--- src/rtl/cpu_bus_pkg.sv ---
// rtl/cpu_bus_pkg.sv - shared datapath bus constants and destination helpers
package cpu_bus_pkg;

  localparam int DEFAULT_DW = 32;
  localparam int DEST_W     = 5;

  // Special destinations are encoded as offsets above the last general register.
  localparam int DEST_HI   = 0;
  localparam int DEST_LO   = 1;
  localparam int DEST_PC   = 2;
  localparam int DEST_LAST = DEST_PC;

  // True when the code names a real register for a bank with nregs general registers.
  function automatic logic dest_legal(input logic [DEST_W-1:0] dest, input int nregs);
    return int'(dest) <= nregs + DEST_LAST;
  endfunction

endpackage

--- src/rtl/bus_reg_sink_if.sv ---
// rtl/bus_reg_sink_if.sv - load request handshake between bus control and register sink
interface bus_reg_sink_if
  import cpu_bus_pkg::*;
#(
  parameter int DW = DEFAULT_DW
);

  logic [DW-1:0]     busMuxIn;
  logic              ldValid;
  logic [DEST_W-1:0] ldDest;
  logic              ldReady;
  logic              hold;

  modport master (output busMuxIn, ldValid, ldDest, hold, input ldReady);
  modport slave  (input busMuxIn, ldValid, ldDest, hold, output ldReady);

endinterface

--- src/rtl/bus_reg_sink_reg32.sv ---
// rtl/bus_reg_sink_reg32.sv - DW-bit register with synchronous active-low clear and load enable
module bus_reg32 #(
  parameter int DW = 32
) (
  input  logic          clk,
  input  logic          clr,
  input  logic          ld,
  input  logic [DW-1:0] d,
  output logic [DW-1:0] q
);

  // Hold value unless loaded; clear wins over load.
  always_ff @(posedge clk) begin
    if (!clr) begin
      q <= '0;
    end else if (ld) begin
      q <= d;
    end
  end

endmodule

--- src/rtl/bus_reg_sink.sv ---
// rtl/bus_reg_sink.sv - bus destination register bank with one write pipeline stage (option: R0_ZERO_EN)
module bus_reg_sink
  import cpu_bus_pkg::*;
#(
  parameter int DW    = DEFAULT_DW,
  parameter int NREGS = 16,
  parameter int CW    = 16
) (
  input  logic                clk,
  input  logic                clr,
  bus_reg_sink_if.slave       bus,
  output logic [NREGS*DW-1:0] regFlat,
  output logic [DW-1:0]       hiQ,
  output logic [DW-1:0]       loQ,
  output logic [DW-1:0]       pcQ,
  output logic                destErr,
  output logic [CW-1:0]       wrCount
);

  localparam int NBANK = NREGS + DEST_LAST + 1;
`ifdef R0_ZERO_EN
  localparam int FIRST = 1;
`else
  localparam int FIRST = 0;
`endif

  logic              accept;
  logic              pend_valid;
  logic [DEST_W-1:0] pend_dest;
  logic [DW-1:0]     pend_data;
  logic              pend_legal;
  logic [NBANK-1:FIRST] ld_en;
  logic [DW-1:0]     q [NBANK];

  // Hold only blocks new captures; a pending write drains regardless.
  assign bus.ldReady = ~bus.hold;
  assign accept      = bus.ldValid & bus.ldReady;
  assign pend_legal  = pend_valid & dest_legal(pend_dest, NREGS);

  // Pend stage: one captured request, refilled every cycle a new one is accepted.
  always_ff @(posedge clk) begin
    if (!clr) begin
      pend_valid <= 1'b0;
      pend_dest  <= '0;
      pend_data  <= '0;
    end else begin
      pend_valid <= accept;
      if (accept) begin
        pend_dest <= bus.ldDest;
        pend_data <= bus.busMuxIn;
      end
    end
  end

  // One-hot bank enable decoded from the pending destination.
  always_comb begin
    ld_en = '0;
    for (int i = FIRST; i < NBANK; i++) begin
      ld_en[i] = pend_legal && (pend_dest == DEST_W'(i));
    end
  end

  // Retire bookkeeping: illegal codes raise a sticky error, legal ones are counted.
  always_ff @(posedge clk) begin
    if (!clr) begin
      destErr <= 1'b0;
      wrCount <= '0;
    end else begin
      if (pend_valid && !pend_legal) destErr <= 1'b1;
      if (pend_legal) wrCount <= wrCount + CW'(1);
    end
  end

`ifdef R0_ZERO_EN
  assign q[0] = '0;
`endif

  genvar g;
  generate
    for (g = FIRST; g < NBANK; g++) begin : g_bank
      bus_reg32 #(.DW(DW)) u_reg (
        .clk (clk),
        .clr (clr),
        .ld  (ld_en[g]),
        .d   (pend_data),
        .q   (q[g])
      );
    end
    for (g = 0; g < NREGS; g++) begin : g_flat
      assign regFlat[g*DW +: DW] = q[g];
    end
  endgenerate

  assign hiQ = q[NREGS + DEST_HI];
  assign loQ = q[NREGS + DEST_LO];
  assign pcQ = q[NREGS + DEST_PC];

endmodule

--- src/flat_wrapper.sv ---
// flat-port wrapper written by rule: the top's interface ports become plain ports
module bus_reg_sink_flat import cpu_bus_pkg::*;
#(
  parameter int DW    = DEFAULT_DW,
  parameter int NREGS = 16,
  parameter int CW    = 16
)
  (clk, clr, regFlat, hiQ, loQ, pcQ, destErr, wrCount, bus_busMuxIn, bus_ldValid, bus_ldDest, bus_hold, bus_ldReady);
  bus_reg_sink_if #(.DW(DW)) bus_i ();
  input  logic clk;
  input  logic clr;
  output logic [NREGS*DW-1:0] regFlat;
  output logic [DW-1:0] hiQ;
  output logic [DW-1:0] loQ;
  output logic [DW-1:0] pcQ;
  output logic destErr;
  output logic [CW-1:0] wrCount;
  input wire logic [$bits(bus_i.busMuxIn)-1:0] bus_busMuxIn;
  input wire logic [$bits(bus_i.ldValid)-1:0] bus_ldValid;
  input wire logic [$bits(bus_i.ldDest)-1:0] bus_ldDest;
  input wire logic [$bits(bus_i.hold)-1:0] bus_hold;
  output wire logic [$bits(bus_i.ldReady)-1:0] bus_ldReady;
  assign bus_i.busMuxIn = bus_busMuxIn;
  assign bus_i.ldValid = bus_ldValid;
  assign bus_i.ldDest = bus_ldDest;
  assign bus_i.hold = bus_hold;
  assign bus_ldReady = bus_i.ldReady;
  bus_reg_sink #(.DW(DW), .NREGS(NREGS), .CW(CW)) u_core (.clk(clk), .clr(clr), .bus(bus_i), .regFlat(regFlat), .hiQ(hiQ), .loQ(loQ), .pcQ(pcQ), .destErr(destErr), .wrCount(wrCount));
endmodule
--- config.mk ---
export PLATFORM = sky130hd
export DESIGN_NAME = bus_reg_sink_flat
export DESIGN_NICKNAME = d
export VERILOG_FILES = /design/src/rtl/cpu_bus_pkg.sv /design/src/rtl/bus_reg_sink_if.sv /design/src/rtl/bus_reg_sink_reg32.sv /design/src/rtl/bus_reg_sink.sv /design/src/flat_wrapper.sv
export SDC_FILE = /design/constraint.sdc
export NUM_CORES = 1
export LEC_CHECK = 0
export ABC_AREA = 1
export CORE_AREA = 4 4 254 256
export DETAILED_ROUTE_END_ITERATION = 7
export DIE_AREA = 0 0 258 260
export PLACE_DENSITY_LB_ADDON = 0.2
export SLEW_MARGIN = 40
export SYNTH_ARGS = -nofsm -noshare
export SYNTH_HDL_FRONTEND = slang
export SYNTH_SLANG_ARGS = --single-unit
--- constraint.sdc ---
create_clock -name clk -period 1.44 [get_ports clk]
set_input_delay 0.216 -clock clk [delete_from_list [all_inputs] [get_ports clk]]
set_output_delay 0.216 -clock clk [all_outputs]
set_load 0.005 [all_outputs]
### Yosys cells after proc, flatten, opt, wreduce, memory -nomap -nowiden

Cells that the tools add are included.

| storage, ports and cells | value |
|---|---|
| logic and storage cells | 69 |
| output and inout bits | 626 |
| bits in registers | 663 |
| bits of input ports | 41 |

| cells by class | value |
|---|---|
| bitwise logic cells | 3 |
| $lt $le $gt $ge | 1 |
| $add $sub $neg | 1 |
| reduce and logical (&&, ||, !) cells | 22 |
| eq/ne operators | 18 |

Operators by type and width:

| cell | number |
|---|---|
| 5-bit by 4-bit equality test with 1-bit output, second input constant | 8 |
| 5-bit by 3-bit equality test with 1-bit output, second input constant | 4 |
| 1-bit logical AND | 20 |
| 16-bit by 1-bit adder with 16-bit output, second input constant | 1 |
| 5-bit equality test, second input constant | 3 |
| 5-bit by 2-bit equality test with 1-bit output, second input constant | 2 |
| 5-bit by 1-bit equality test with 1-bit output, second input constant | 1 |
| 5-bit <= comparator, second input constant | 1 |
| 5-bit zero test | 1 |
| 1-bit bitwise AND | 2 |
| 1-bit zero test | 1 |
| 1-bit NOT | 1 |

### Longest topological paths before layout

Gate-level depths: netlist of the first run.

| depth | value |
|---|---|
| word-level depth | 4 |
| depth in mapped cells | 9 |

### Cells and area by module

A second synthesis of the first run with hierarchy kept.

| second synthesis, totals | value |
|---|---|
| cell total of the unflattened synthesis | 4,171 |
| area, all modules | 27,725.3 sq um |

By module, submodules not included:

| module | times used | area each (sq um) | cells each |
|---|---|---|---|
| bus_reg32 | 19 | 1,335.0 | 202 |
| bus_reg_sink | 1 | 2,359.8 | 333 |

### Worst setup path after synthesis of the first run

No wires, ideal clock.

| path | value |
|---|---|
| path type | flip-flop to flip-flop |
| start point | register u_core.pend_dest[0] |
| end point | register u_core.g_bank[5].u_reg.q[21] |
| slack | -0.037 ns |
| library setup time | 0.116 ns |
| clock period less this slack | 1.477 ns |
| stages on the path, launching flop included | 9 |
| arrival | 1.361 ns |
| cells stage by stage | dfxtp_1 nand2_4 nor2_2 inv_2 nor2_4 inv_4 clkbuf_8 nor2_1 nor2_1 |

| on the way | value |
|---|---|
| cells in the longest elaborated chain, start to end | 3 |

Ends and longest elaborated chain:

| item | RTL line | RTL |
|---|---|---|
| from (decl) | bus_reg_sink.sv:29 | `logic [DEST_W-1:0] pend_dest;` |
| from (signal assigned) | bus_reg_sink.sv:49 | `pend_dest <= bus.ldDest;` |
| 5-bit <= comparator | cpu_bus_pkg.sv:15 | `return int'(dest) <= nregs + DEST_LAST;` |
| 1-bit bitwise AND | bus_reg_sink.sv:38 | `assign pend_legal = pend_valid & dest_legal(pend_dest, NREGS);` |
| 1-bit logical AND (*) | bus_reg_sink.sv:59 | `ld_en[i] = pend_legal && (pend_dest == DEST_W'(i));` |
| to (signal assigned) | bus_reg_sink_reg32.sv:15 | `q <= '0;` |
| to (signal assigned) | bus_reg_sink_reg32.sv:17 | `q <= d;` |
| to (decl) | bus_reg_sink_reg32.sv:9 | `output logic [DW-1:0] q` |

Every way passes the cells marked *; elsewhere a longest branch is shown, timed or not.
A chain may end at the register's enable or synchronous reset.

### Worst setup path after layout of the first run

| path | value |
|---|---|
| start point | register u_core.pend_dest[3] |
| end point | register u_core.g_bank[9].u_reg.q[18] |

| on the way | value |
|---|---|
| cells in the longest elaborated chain, start to end | 3 |

Ends and longest elaborated chain:

| item | RTL line |
|---|---|
| 5-bit <= comparator | cpu_bus_pkg.sv:15 |
| 1-bit bitwise AND | bus_reg_sink.sv:38 |
| 1-bit logical AND (*) | bus_reg_sink.sv:59 |
| to (signal assigned) | bus_reg_sink_reg32.sv:15 |
| to (signal assigned) | bus_reg_sink_reg32.sv:17 |
| to (decl) | bus_reg_sink_reg32.sv:9 |

Marks and branches as above.

==> key figures, run 1 <==
Outcome
  • Status: finished with violations
  • Failing checks: setup timing

Floorplan
  • Die X-Extent: 258 um
  • Die Span Y: roughly 260 um
  • Core area: roughly 0.063 sq mm
  • Initial Util: 37.9%
  • Cell Rows: 92
  • # IOs: between 600 and 700
  • Die Footprint: between 0.06 and 0.07 sq mm

STA
  • FMAX: 631 MHz
  • Final worst slack: -0.144 ns
  • Final Max Tran Viols: 0
  • Worst-Margin Slew: 0.608 ns
  • Slew margin rel.: between 50% and 60%
  • Final period utilization: 110%
  • RSZ-0062 raised after global routing: yes
  • Clk_skew: about 0.024 ns
  • Hold Violations, Final: 0
  • Setup-failing EPs final: 343
  • Final min period: roughly 1.6 ns

Yosys
  • Most frequent cell after synthesis: nor2_1
  • Post-synth top cells: 1115 x nor2_1, 663 x dfxtp_1, 573 x o21ai_0, 140 x clkbuf_1, 93 x a21oi_1
  • Synth area leaders: dfxtp_1 56%, nor2_1 18%, o21ai_0 12%
  • Share of the synthesized area in the top cell type: between 50% and 60%
  • Ys Warns: 0
  • Distinct cells, synth: 33
  • Syn avg cell area: 7.86 sq um
  • Sequential element share of the synthesized area: about 56%
  • Async SR Flop Fraction: 0%
  • Syn_nets: 3054
  • Seq cells post-synth: between 600 and 700
  • Post-synth EDFFs: 0
  • Mapped Area: 0.0237 sq mm
  • Top_reg_cell synth: dfxtp_1
  • Area leader, netlist: dfxtp_1
  • Cells after Synth: 3012

Power
  • P_leak: around 18 nW
  • Peak supply drop: 0.899 mV
  • PwrDens: 1080 mW/mm^2

Min path
  • Hold path depth: 3
  • Hold Path Sink: u_core.pend_data[0]
  • Hold Crit Start: bus_busMuxIn[0]
  • HP Class: primary input to flip-flop

Setup path
  • Critical path class: flip-flop to flip-flop
  • Setup crit end kind: flip-flop
  • Reg2Reg Depth: 8
  • Startpoint Class: flip-flop
  • Worst EP arrival: ~2.1 ns
  • Critical Path RT: ~1.9 ns
  • R2R Path Start: u_core.pend_dest[3]
  • R2R Path End: u_core.g_bank[9].u_reg.q[18]
  • CP max FO: 8
  • Reg2reg setup slack: -0.14 ns

Placement
  • Placer Congestion: 0.831
  • DP Area: 0.0323 sq mm
  • Hpwl dp: 66600 um
  • Pre-CTS WS: -0.163 ns
  • Input/output buffers: 666

CTS
  • CTS buffer count: just over 70
  • CTS tree: done
  • H-tree depth: 3
  • Clk sink count: 663
  • CTS root buf: clkbuf_16
  • Clock slew at reported path FFs: 0.06 ns
  • CTS max path bufs: 3
  • Worst-Skew Late Latency: ~0.61 ns

Cells and area
  • Layout cells sized above 1: about 22%
  • Area Overhead vs Synth: 56.8%
  • Final Cell Area: 0.0371 sq mm
  • Nets: 3806
  • Post-layout util: 59.4%

Detailed routing
  • Routed Antenna Nets: 0
  • First DRT Iteration DRCs: 1987
  • Detailed-route via count: 23800
  • Via-per-instance ratio: 5.09
  • Final routed DRC violation total: 0
  • TritonRoute pass-1 iters: 5
  • Routed len/inst: between 20 and 25 um
  • Routed WL: 107000 um

Global route
  • Pin count of the biggest net entering global routing: 110
  • First-pass GRT wire length: between 100000 and 150000 um
  • Initial antenna violation count: 8
  • Vias in the first global route: 21800
  • Global Route Usage Sum: 28.3%
  • Total gr overflow: 0

Run
  • Max-cap violations: 0
==> cells by family (layout without fill, tap and decap cells) <==
logic type               after synthesis  after routing  share of synthesized area, %
AND/OR/NAND/NOR                     1238           1238                          21.1
AO/OA/AOI/OAI                        743            743                          15.7
flip-flops                           663            663                          56.0
buffers and inverters                365           1170                          7.01
XOR/XNOR                               2              2                        0.0740
adder cells (fa/ha/maj)                1              1                        0.0528
other                                  0              5                             0
==> worst max-delay path, stage by stage, from the launching register on <==
cell,delay (ns)
dfxtp_4,0.36
buf_4,0.14
nand4_4,0.14
buf_6,0.13
nor2_4,0.03
buf_12,0.15
clkbuf_16,0.16
o21ai_0,0.25
nor2_1,0.09
==> per-layer routing <==
metal | wire [um] | up-vias | part of all wire [%] | GRT usage [%]
met5 | 30 | - | 0.028 | 0
li1 | - | 11200 | - | -
met2 | 50600 | 1127 | 47 | 45.8
met4 | 4680 | 6 | 4.4 | 11.7
met3 | 9870 | 219 | 9.3 | 8.28
met1 | 41500 | 11300 | 39 | 35.5
==> how the worst max path moves through the flow <==
stage,from,end,slack [ns],depth (start not counted)
global placement,u_core.pend_valid,u_core.g_bank[4].u_reg.q[0],-0.15,7
finish,u_core.pend_dest[3],u_core.g_bank[9].u_reg.q[18],-0.14,8
detailed placement,u_core.pend_valid,u_core.g_bank[12].u_reg.q[30],-0.16,7
floorplan,u_core.pend_dest[4],u_core.g_bank[12].u_reg.q[11],0.03,8
global route,u_core.pend_dest[3],u_core.g_bank[9].u_reg.q[18],-0.20,8
CTS,u_core.pend_dest[2],u_core.g_bank[15].u_reg.q[5],-0.09,7
==> layout by cell type (no fill, tap or decap), types with 9 or more instances in the layout <==
master / n
clkinv_2: 10
clkbuf_16: 107
clkdlybuf4s15_2: 89
clkbuf_8: 12
clkbuf_1: 17
inv_1: 80
clkdlybuf4s15_1: 190
buf_8: 11
dlygate4sd2_1: 335
buf_2: 11
nor2_4: 62
nor2_2: 79
nand3_1: 11
o21ai_2: 35
inv_2: 9
buf_16: 11
nor2_1: 998
dfxtp_4: 16
buf_6: 27
clkdlybuf4s50_1: 40
buf_4: 116
o21ai_0: 506
dfxtp_2: 108
nand2_1: 37
buf_12: 75
a21oi_1: 92
dfxtp_1: 539
nor3_1: 34
o21ai_1: 106
==> power by group <==
part	total [mW]	internal, mW	leakage (nW)	switching (mW)
sequential	18.7	18.5	5.42	0.192
combinational	2.33	0.848	11.1	1.48
clock	19.0	11.2	1.17	7.80
total	40.1	30.6	17.7	9.48
==> state kept, by name, summed over array words and instances (netlist names) <==
register               count
u_core.g_bank.u_reg.q    608
u_core.wrCount            16
u_core.pend_data          32
u_core.pend_valid          1
u_core.pend_dest           5
u_core.destErr             1
==> what timing repair did <==
action	CTS	global route
endpoints found under the hold margin	10	0
cloned	12	40
setup buffers	24	23
hold buffers	1	0
resized for setup	1276	256
pin swaps	24	62
setup endpoints to repair	1217	783
==> area by class of cell <==
class	count	area, sq um
Timing Repair Buffer	940	10300
Tap cell	846	1060
Sequential cell	663	13500
Fill cell	5617	25400
Antenna cell	5	12.5
Multi-Input combinational cell	1984	9440
Clock buffer	102	2060
Inverter	103	449
Clock inverter	25	342
==> through the flow <==
stage,hold slack [ns],power (mW),cells,setup TNS (ns)
final,0.235,40.1,4668,-14.14
after global routing,0.232,41.1,4667,-52.64
after CTS,0.200,40.1,4603,-5.12
after detailed placement,0.433,21.3,4441,-43.23
after global placement,0.429,21.3,4441,-32.96
after floorplan,0.383,19.9,3012,0
Power figures use the tool's default switching activity.
==> run 2, diff against run 1 <==
CORE_AREA = 4 4 256 258   (was 4 4 254 256)
CTS_BUF_LIST = sky130_fd_sc_hd__clkbuf_4 sky130_fd_sc_hd__clkbuf_8   (was unset)
DIE_AREA = 0 0 260 262   (was 0 0 258 260)
TNS_END_PERCENT = 20   (was unset)
==> key figures, run 2 (same netlist as run 1, synthesis figures left out) <==
STA
  • Clk_skew: 0.0550 ns (was 0.0239 ns)
  • Final Max Tran Viols: 0 (unchanged)
  • Final min period: 1.63 ns (was 1.58 ns)
  • Final worst slack: -0.189 ns (was -0.144 ns)
  • Slew margin rel.: 53.3% (was 59.4%)
  • Final period utilization: 113% (was 110%)
  • Hold Violations, Final: 0 (unchanged)
  • Worst-Margin Slew: 0.701 ns (was 0.608 ns)
  • Setup-failing EPs final: 734 (was 343)
  • RSZ-0062 raised after global routing: yes (unchanged)
  • FMAX: 614 MHz (was 631 MHz)

Detailed routing
  • Routed WL: 110000 um (was 107000 um)
  • Routed len/inst: 23.2 um (was 22.8 um)
  • First DRT Iteration DRCs: 2231 (was 1987)
  • Via-per-instance ratio: 5.09 (about the same)
  • Routed Antenna Nets: 0 (unchanged)
  • Final routed DRC violation total: 0 (unchanged)
  • Detailed-route via count: 24100 (was 23800)
  • TritonRoute pass-1 iters: 5 (unchanged)

Setup path
  • Critical-path cell list: nor2_4 > nand2_4 > buf_12 > nor2_4 > buf_8 > clkbuf_16 > o21ai_0 > nor2_1 (was buf_4 > nand4_4 > buf_6 > nor2_4 > buf_12 > clkbuf_16 > o21ai_0 > nor2_1)
  • CP Buf/Inv Count: 3 (was 4)
  • Slowest cell on crit path: dfxtp_4 (unchanged)
  • Startpoint Class: flip-flop (unchanged)
  • Critical Path RT: 2.05 ns (was 1.91 ns)
  • Setup crit end kind: flip-flop (unchanged)
  • Crit-path leading delay family: simple AND/OR/NAND/NOR gates (was buffers and inverters)
  • CP peak stage delay: 0.38 ns (was 0.36 ns)
  • Dominant cell type by count on the critical path: nor2_4
  • Critical path class: flip-flop to flip-flop (unchanged)
  • Worst EP arrival: 2.24 ns (was 2.06 ns)
  • CP max FO: 11 (was 8)

Floorplan
  • # IOs: 667 (unchanged)
  • Die Footprint: 0.0681 sq mm (was 0.0671 sq mm)
  • Core area: 0.0630 sq mm (was 0.0625 sq mm)
  • Initial Util: 37.6% (was 37.9%)
  • Die Span Y: 262 um (was 260 um)
  • Die X-Extent: 260 um (was 258 um)
  • Cell Rows: 92 (unchanged)

Placement
  • Hpwl dp: 67400 um (was 66600 um)
  • DP Area: 0.0323 sq mm (about the same)
  • Placer Congestion: 0.832 (was 0.831)
  • Input/output buffers: 666 (unchanged)

Power
  • P_leak: 17.2 nW (was 17.7 nW)
  • Peak supply drop: 0.895 mV (was 0.899 mV)
  • PwrDens: 1040 mW/mm^2 (was 1080 mW/mm^2)

Global route
  • Vias in the first global route: 22000 (was 21800)
  • First-pass GRT wire length: 143000 um (was 144000 um)
  • Global Route Usage Sum: 27.8% (was 28.3%)
  • Total gr overflow: 0 (unchanged)
  • Pin count of the biggest net entering global routing: 67 (was 110)
  • Initial antenna violation count: 7 (was 8)

Outcome
  • Status: finished with violations (unchanged)
  • Failing checks: setup timing (unchanged)

CTS
  • Clock slew at reported path FFs: 0.06 ns (about the same)
  • Clk sink count: 663 (unchanged)
  • H-tree depth: 3 (unchanged)
  • Worst-Skew Late Latency: 0.72 ns (was 0.61 ns)
  • CTS buffer count: 108 (was 72)
  • CTS max path bufs: 3 (unchanged)
  • CTS tree: done (unchanged)
  • CTS root buf: clkbuf_8 (was clkbuf_16)

Cells and area
  • Layout cells sized above 1: 38.1% (was 21.6%)
  • Final Cell Area: 0.0372 sq mm (was 0.0371 sq mm)
  • Biggest regs: u_core.g_bank.u_reg.q (608), u_core.pend_data (32), u_core.wrCount (16) (unchanged)
  • Post-layout util: 59.1% (was 59.4%)
  • Nets: 3855 (was 3806)
  • Largest Register: u_core.g_bank.u_reg.q (unchanged)
  • Max reg flops: 608 (unchanged)
  • Commonest non-fill, non-tap cell in the layout: nor2_1 (unchanged)
  • Area Overhead vs Synth: 57.1% (was 56.8%)
  • Most frequent cells in the layout: 1001 x nor2_1, 473 x o21ai_0, 358 x dfxtp_2 (was 998 x nor2_1, 539 x dfxtp_1, 506 x o21ai_0)

Run
  • Max-cap violations: 0 (unchanged)

Min path
  • HP Class: primary input to flip-flop (unchanged)
-- run 2: metrics by stage --
stage | hold slack [ns] | cells | setup TNS (ns) | total power [mW] | setup WS, ns
after floorplan | 0.383 | 3012 | 0 | 19.9 | 0.0273
after global placement | 0.430 | 4449 | -16.37 | 21.3 | -0.108
after detailed placement | 0.433 | 4449 | -25.94 | 21.3 | -0.138
after CTS | 0.0461 | 4661 | -44.76 | 38.5 | -0.0975
after global routing | 0.106 | 4743 | -89.40 | 39.8 | -0.210
final | 0.113 | 4746 | -26.14 | 38.6 | -0.189
-- run 2: final cells by class --
class / count / area, sq um
Clock buffer: 173 / 2140
Tap cell: 846 / 1060
Fill cell: 5602 / 25800
Antenna cell: 4 / 10.0
Multi-Input combinational cell: 1984 / 9650
Timing Repair Buffer: 953 / 9940
Sequential cell: 663 / 13800
Clock inverter: 20 / 164
Inverter: 103 / 474
-- run 2: power breakdown --
group | switching, mW | total (mW) | leakage (nW) | internal (mW)
Clock | 7.85 | 17.4 | 1.22 | 9.59
Sequential | 0.185 | 18.7 | 5.54 | 18.5
Combinational | 1.55 | 2.45 | 10.4 | 0.893
-- run 2: worst paths after layout --
check                                             startpoint                      endpoint  slack, ns  cells after the start
worst max register to register           u_core.pend_dest[2]  u_core.g_bank[0].u_reg.q[18]      -0.19                      8
worst max-delay path                     u_core.pend_dest[2]  u_core.g_bank[0].u_reg.q[18]      -0.19                      8
worst min-delay path                         bus_busMuxIn[6]           u_core.pend_data[6]       0.11                      3
worst min register to register  u_core.g_bank[16].u_reg.q[4]  u_core.g_bank[16].u_reg.q[4]       0.44                      2
-- run 2: worst min-delay path: cells and delay by family --
family / cells / cell delay [ns]
AO/OA/AOI/OAI: 1 / 0.15
buffers and inverters: 1 / 0.39
AND/OR/NAND/NOR: 1 / 0.04
-- run 2: timing repair --
| action | 4_1_cts | 5_1_grt |
|---|---|---|
| endpoints found under the setup margin | 1236 | 965 |
| gates cloned | 0 | 49 |
| setup buffers | 20 | 33 |
| pin swaps | 4 | 104 |
| endpoints found under the hold margin | 67 | 0 |
| hold buffers | 1 | 0 |
| resized for setup | 2417 | 463 |
-- run 2: routing by layer --
metal | up-vias | track usage [%] | wire (um)
met2 | 1221 | 44.4 | 51100
met1 | 11400 | 34.8 | 41600
li1 | 11300 | - | -
met5 | - | 0 | 42
met4 | 6 | 12.7 | 6700
met3 | 282 | 8.10 | 10600
==> run 3, diff against run 2 <==
SLEW_MARGIN = unset   (was 40)
==> results of run 3 <==
Final layout, timing and power as in run 2 (identical DEF).
